===== config.mk =====
export PLATFORM = sky130hd
export DESIGN_NAME = switch_ingress_fifo
export DESIGN_NICKNAME = d
export VERILOG_FILES = /design/src/rtl/switch_ingress_fifo.sv
export SDC_FILE = /design/constraint.sdc
export NUM_CORES = 1
export LEC_CHECK = 0
export BUFFER_PORTS_ARGS = -buffer_cell sky130_fd_sc_hd__buf_2
export CORE_MARGIN = 2
export CORE_UTILIZATION = 45
export CTS_CLUSTER_DIAMETER = 150
export DETAILED_ROUTE_END_ITERATION = 12
export PLACE_DENSITY = 0.71
export SLEW_MARGIN = 15
export SYNTH_ARGS = -nofsm -noshare
export SYNTH_HDL_FRONTEND = slang
export SYNTH_SLANG_ARGS = --single-unit

===== constraint.sdc =====
create_clock -name clk -period 4.34 [get_ports clk]
set_input_delay 0.434 -clock clk [delete_from_list [all_inputs] [get_ports clk]]
set_output_delay 0.434 -clock clk [all_outputs]
set_load 0.005 [all_outputs]

===== src/rtl/switch_ingress_fifo.sv =====
// Ingress FIFO ahead of a two-port switch: valid/ready on the upstream side, one-shot issue
// downstream, and saturating per-port issue counters split at ADDR_DIV.
module switch_ingress_fifo #(
    parameter int unsigned ADDR_WIDTH = 8,
    parameter int unsigned DATA_WIDTH = 16,
    parameter logic [ADDR_WIDTH-1:0] ADDR_DIV = 8'h3F,
    parameter int unsigned DEPTH = 8
) (
    input  logic                    clk,
    input  logic                    rst,
    input  logic                    in_vld,
    input  logic [ADDR_WIDTH-1:0]   in_addr,
    input  logic [DATA_WIDTH-1:0]   in_data,
    output logic                    in_rdy,
    input  logic                    out_en,
    output logic                    vld,
    output logic [ADDR_WIDTH-1:0]   addr,
    output logic [DATA_WIDTH-1:0]   data,
    output logic [$clog2(DEPTH):0]  level,
    output logic [15:0]             cnt_a,
    output logic [15:0]             cnt_b
);

    localparam int unsigned PW = $clog2(DEPTH);
    localparam int unsigned LW = PW + 1;
    localparam int unsigned EW = ADDR_WIDTH + DATA_WIDTH;

    logic [EW-1:0]         mem [DEPTH];
    logic [PW-1:0]         wr_ptr_q, rd_ptr_q;
    logic [LW-1:0]         level_q, level_d;
    logic                  vld_q;
    logic [ADDR_WIDTH-1:0] addr_q;
    logic [DATA_WIDTH-1:0] data_q;
    logic [15:0]           cnt_a_q, cnt_b_q;

    logic                  push, pop;
    logic [EW-1:0]         rd_entry;
    logic [ADDR_WIDTH-1:0] rd_addr;
    logic                  rd_is_a;

    assign in_rdy   = (level_q != LW'(DEPTH));
    assign push     = in_vld && in_rdy;
    assign pop      = out_en && (level_q != '0);
    assign rd_entry = mem[rd_ptr_q];
    assign rd_addr  = rd_entry[EW-1:DATA_WIDTH];
    assign rd_is_a  = (rd_addr <= ADDR_DIV);

    always_comb begin
        level_d = level_q;
        unique case ({push, pop})
            2'b10:   level_d = level_q + LW'(1);
            2'b01:   level_d = level_q - LW'(1);
            default: level_d = level_q;
        endcase
    end

    // Storage is deliberately left out of reset; the pointers and level define validity.
    always_ff @(posedge clk) begin
        if (push) begin
            mem[wr_ptr_q] <= {in_addr, in_data};
        end
    end

    always_ff @(posedge clk or posedge rst) begin
        if (rst) begin
            wr_ptr_q <= '0;
            rd_ptr_q <= '0;
            level_q  <= '0;
            vld_q    <= 1'b0;
            addr_q   <= '0;
            data_q   <= '0;
            cnt_a_q  <= '0;
            cnt_b_q  <= '0;
        end else begin
            level_q <= level_d;
            vld_q   <= pop;
            if (push) begin
                wr_ptr_q <= wr_ptr_q + PW'(1);
            end
            if (pop) begin
                rd_ptr_q <= rd_ptr_q + PW'(1);
                addr_q   <= rd_addr;
                data_q   <= rd_entry[DATA_WIDTH-1:0];
                if (rd_is_a) begin
                    if (cnt_a_q != 16'hFFFF) cnt_a_q <= cnt_a_q + 16'd1;
                end else begin
                    if (cnt_b_q != 16'hFFFF) cnt_b_q <= cnt_b_q + 16'd1;
                end
            end
        end
    end

    assign vld   = vld_q;
    assign addr  = addr_q;
    assign data  = data_q;
    assign level = level_q;
    assign cnt_a = cnt_a_q;
    assign cnt_b = cnt_b_q;

endmodule

==> results list <==
- The most common cell in the synthesized netlist is sky130_fd_sc_hd__edfxtp_1.
* Reg-to-Reg Start: level[1]$_DFFE_PP0P_
* TritonCTS clock tree: yes
- Reg2Reg Capture Point: mem[0][12]$_DFFE_PP_
- From synthesis to final layout, the design area changed by 16.4%.
- Filler cell count: between 1500 and 2000
- Synth Area in Simple Gates: roughly 6.7%
* Layout cell share with drive strength beyond 1: between 30% and 40%
- The worst setup path is captured at a flip-flop.
- Of the total synthesized cell area, the portion taken by full adders, half adders and majority gates is less than 1%.
- Syn Area/Cell: between 15 and 20 um2
* Final Routed Wirelength: between 15000 and 20000 um
- By area, the combinational part of the netlist is dominated by multiplexers.
- Summed over all cells, the static leakage comes to 4.41 nW.
- The congestion estimate from routability-driven global placement came to 0.839.
- The critical path is of the flip-flop to flip-flop type.
* Worst setup startpoint: level[1]$_DFFE_PP0P_
- Gates resized during post-CTS repair numbered 0.
- Number of non-filler instances in the completed layout: roughly 990
- For this run, the detailed router's first-pass iteration total came to 5.
- Clock tree synthesis inserted a total of 27 buffers.
* Ys async rst share: roughly a quarter
- IR analysis of the VDD net gives a maximum drop of approximately 0.39 mV.
- Static timing analysis puts the maximum clock frequency at approximately 0.37 GHz.
- From bottom edge to top edge, the die measures between 150 and 200 um.
- Worst R2R Path Depth: 6
- Cell internal pwr: roughly 5.4 mW
- Post-route clock period utilization: a little over 60%
- Of the post-synthesis cell area, the dominant cell type holds 56.2%.
- Among all flip-flop cells after synthesis, the most frequent one is sky130_fd_sc_hd__edfxtp_1.
* Syn_nets: about 610
- Hold repair after CTS inserted 0 buffers.
- The worst setup path is launched from a flip-flop.
- The first routing iteration left approximately 410 violations.
* Top area cells in the synthesized netlist: sky130_fd_sc_hd__edfxtp_1 56%, sky130_fd_sc_hd__dfrtp_1 16%, sky130_fd_sc_hd__mux4_2 10%
* Final worst slack: 1.64 ns
* Sw power: ~2.3 mW
* Register area: roughly 0.0074 mm2
- Fraction of power consumed by sequential logic: roughly 47%
- Unique masters post-synth: 44
- Placed wire-length estimate: 12300 um
- Status: complete, no violations
* Power share of the clock group: between 20% and 30%
* Final Hold Violating Endpoints: 0
* Post-synthesis sequential area ratio: 72.5%
- Slew HR: between 30% and 40%
- Number of instances in the synthesized netlist: between 500 and 600
- Entering global routing, the biggest net connects 56 pins.
* Number of antenna-violating nets in the routed design: 0
- Path type of the worst min-delay path: input port to asynchronous set/reset pin
- At the worst endpoint, the required time is about 4.6 ns.
- Number of maximum-capacitance violations: 0
- Counting instances in the post-synthesis netlist gives the leading cell types as 192 x sky130_fd_sc_hd__edfxtp_1, 67 x sky130_fd_sc_hd__dfrtp_1, 47 x sky130_fd_sc_hd__mux4_2.
* Number of global-route vias before repair: roughly 5800
* Nets: just over 700
- In this run the number of H-tree levels came out at 1.
* Die area: around 0.024 mm2
* Tot GR Track Use: about 17%
* Total power per unit cell area: roughly 640 mW/mm2
- Setup violations remaining at the end of the flow were counted as 0.
* Minimum setup slack after placement: roughly 1.6 ns
- The clock arrives with between 0.01 and 0.015 ns of skew.
- Area of the multi-input gates: around 0.0027 mm2
* Part of the power in combinational logic: ~25%
* Antenna violations before repair: 2
* Share of the synthesized netlist area taken by xor and xnor gates: 2.90%
- After detailed routing, the average wire length per cell comes to about 20 um.
- The tree is rooted in a sky130_fd_sc_hd__clkbuf_16.
- DR vias/cell: roughly 5.6
* Switching Share: 29.7%
- Synth Register Bits: 259
- Buffers inserted during post-CTS setup optimization: 0
- Adding up every negative setup slack in the final design gives 0 ns.
- Library cell with the largest summed area after synthesis: sky130_fd_sc_hd__edfxtp_1
* Remaining global-route overflow: 0
* Remaining routing DRC violations: 0
- Sinks on the clock net: between 200 and 300
- Largest fanout of any net on the critical path: 16
- Once the floorplan was initialized, standard cells occupied about 46% of the core.
* Clock transition at the register clock pins on the worst setup and hold paths after CTS: 0.06 ns
- The critical path ends at mem[0][12]$_DFFE_PP_.
- Core Area: ~0.023 mm2
- The die is about 160 um wide.
- I/O pins: 90
* Clock period minus worst slack: approximately 2.7 ns
- Insertion delay of the later-clocked pin in the worst-skew pair: 0.53 ns
* Number of warning messages in the yosys log: 0
- Critical path data arrival time: 2.91 ns
* Area of the mapped netlist: just over 0.01 mm2
* Setup repair after global routing missed its margin: false
- Measured slew at the worst slew-check pin: 0.982 ns
- Across all register-to-register paths, the minimum setup slack is roughly 1.6 ns.
- Row Count: between 50 and 60
* Deepest clock path buffer count: 3
- Fraction of the mapped netlist area in compound gates: under 10%
- The routed layout has around 5500 vias.
- Post-synthesis mux area share: between 10% and 20%
- Number of flops mapped to enable cells by yosys: around 190
* Wire length of the first global-routing pass: 31700 um
* Number of port buffers: 89
- The number of max-slew violations in the final report was 0.
- Count of placed standard cells including taps: 937
-- sequential cells by signal, summed over array words and instances, names as in the netlist --
name      count
cnt_b        16
data         16
mem         192
addr          8
rd_ptr_q      3
level         4
cnt_a        16
wr_ptr_q      3
vld           1
-- layout make-up --
| class | instances | share of cell area (%) |
|---|---|---|
| diodes | 1 | 0.0209 |
| clock buffers | 44 | 6.86 |
| clock inverters | 6 | 0.419 |
| inverters | 7 | 0.220 |
| multi-input cells | 285 | 22.7 |
| flip-flops and latches | 259 | 62.4 |
| well taps | 285 | 2.99 |
| repair buffers | 101 | 4.48 |
-- through the flow --
step / hold WS, ns / util [%] / instance area [um2] / total power [mW]
3_5_place_dp: 0.467 / 49.2 / 11100 / 5.57
2_1_floorplan: 0.473 / - / 10300 / 4.89
4_1_cts: 0.157 / 53.1 / 11900 / 7.78
6_report: 0.134 / 53.1 / 11900 / 7.68
3_3_place_gp: 0.458 / 49.2 / 11100 / 5.48
5_1_grt: 0.171 / 53.1 / 11900 / 8.08
-- cell families after synthesis --
family	after synthesis
compound gates	33
flops	259
xor+xnor	34
buf+inv	30
fa+ha+maj	7
mux	79
simple gates	132
-- worst min path at each step --
| stage | depth (start not counted) | start | endpoint |
|---|---|---|---|
| 6_report | 2 | rst | cnt_a[4]$_DFFE_PP0P_ |
| 5_1_grt | 1 | in_addr[5] | mem[6][21]$_DFFE_PP_ |
| 4_1_cts | 2 | rst | cnt_a[4]$_DFFE_PP0P_ |
| 3_5_place_dp | 2 | data[7]$_DFFE_PP0P_ | data[7]$_DFFE_PP0P_ |
| 3_3_place_gp | 2 | data[7]$_DFFE_PP0P_ | data[7]$_DFFE_PP0P_ |
| 2_1_floorplan | 2 | addr[0]$_DFFE_PP0P_ | addr[0]$_DFFE_PP0P_ |
-- worst max-delay path, stage by stage, from the launching register on --
cell and delay (ns):
sky130_fd_sc_hd__dfrtp_1 0.50, sky130_fd_sc_hd__nor3_1 0.09, sky130_fd_sc_hd__nand2_1 0.13, sky130_fd_sc_hd__nand2_1 0.15
sky130_fd_sc_hd__or2_2 0.38, sky130_fd_sc_hd__nor3_2 0.70, sky130_fd_sc_hd__buf_4 0.42
-- cells in the final DEF, fill, tap and decap left out, types with 3 or more instances in the layout --
| cell type | count |
|---|---|
| sky130_fd_sc_hd__nand3_1 | 17 |
| sky130_fd_sc_hd__mux2i_1 | 22 |
| sky130_fd_sc_hd__ha_1 | 7 |
| sky130_fd_sc_hd__buf_4 | 12 |
| sky130_fd_sc_hd__nand2b_1 | 3 |
| sky130_fd_sc_hd__clkbuf_8 | 8 |
| sky130_fd_sc_hd__dfrtp_1 | 64 |
| sky130_fd_sc_hd__mux2_2 | 5 |
| sky130_fd_sc_hd__o21ai_0 | 26 |
| sky130_fd_sc_hd__edfxtp_1 | 192 |
| sky130_fd_sc_hd__mux4_2 | 47 |
| sky130_fd_sc_hd__xnor2_1 | 17 |
| sky130_fd_sc_hd__nand2_1 | 45 |
| sky130_fd_sc_hd__nor2_2 | 6 |
| sky130_fd_sc_hd__buf_2 | 89 |
| sky130_fd_sc_hd__clkbuf_1 | 9 |
| sky130_fd_sc_hd__a21oi_1 | 4 |
| sky130_fd_sc_hd__clkbuf_16 | 27 |
| sky130_fd_sc_hd__nor3_1 | 14 |
| sky130_fd_sc_hd__nor2_1 | 12 |
| sky130_fd_sc_hd__xor2_1 | 17 |
| sky130_fd_sc_hd__nand4_1 | 13 |
| sky130_fd_sc_hd__inv_1 | 6 |
-- per-layer routing --
layer | vias to the layer above | GRT usage, % | routed length, um
li1 | 2464 | - | -
met1 | 2819 | 22.2 | 8220
met2 | 163 | 29.4 | 10100
met3 | 37 | 2.98 | 1070
met4 | 2 | 4.59 | 420
met5 | - | 0 | 11
-- power by group through the flow --
stage,Combinational (mW),Sequential [mW],Clock [mW]
finish,1.89,3.59,2.20
global route,2.08,3.66,2.34
CTS,1.94,3.60,2.24
detailed placement,1.93,3.64,0
global placement,1.88,3.60,0
floorplan,1.47,3.42,0
Power figures use the tool's default switching activity.
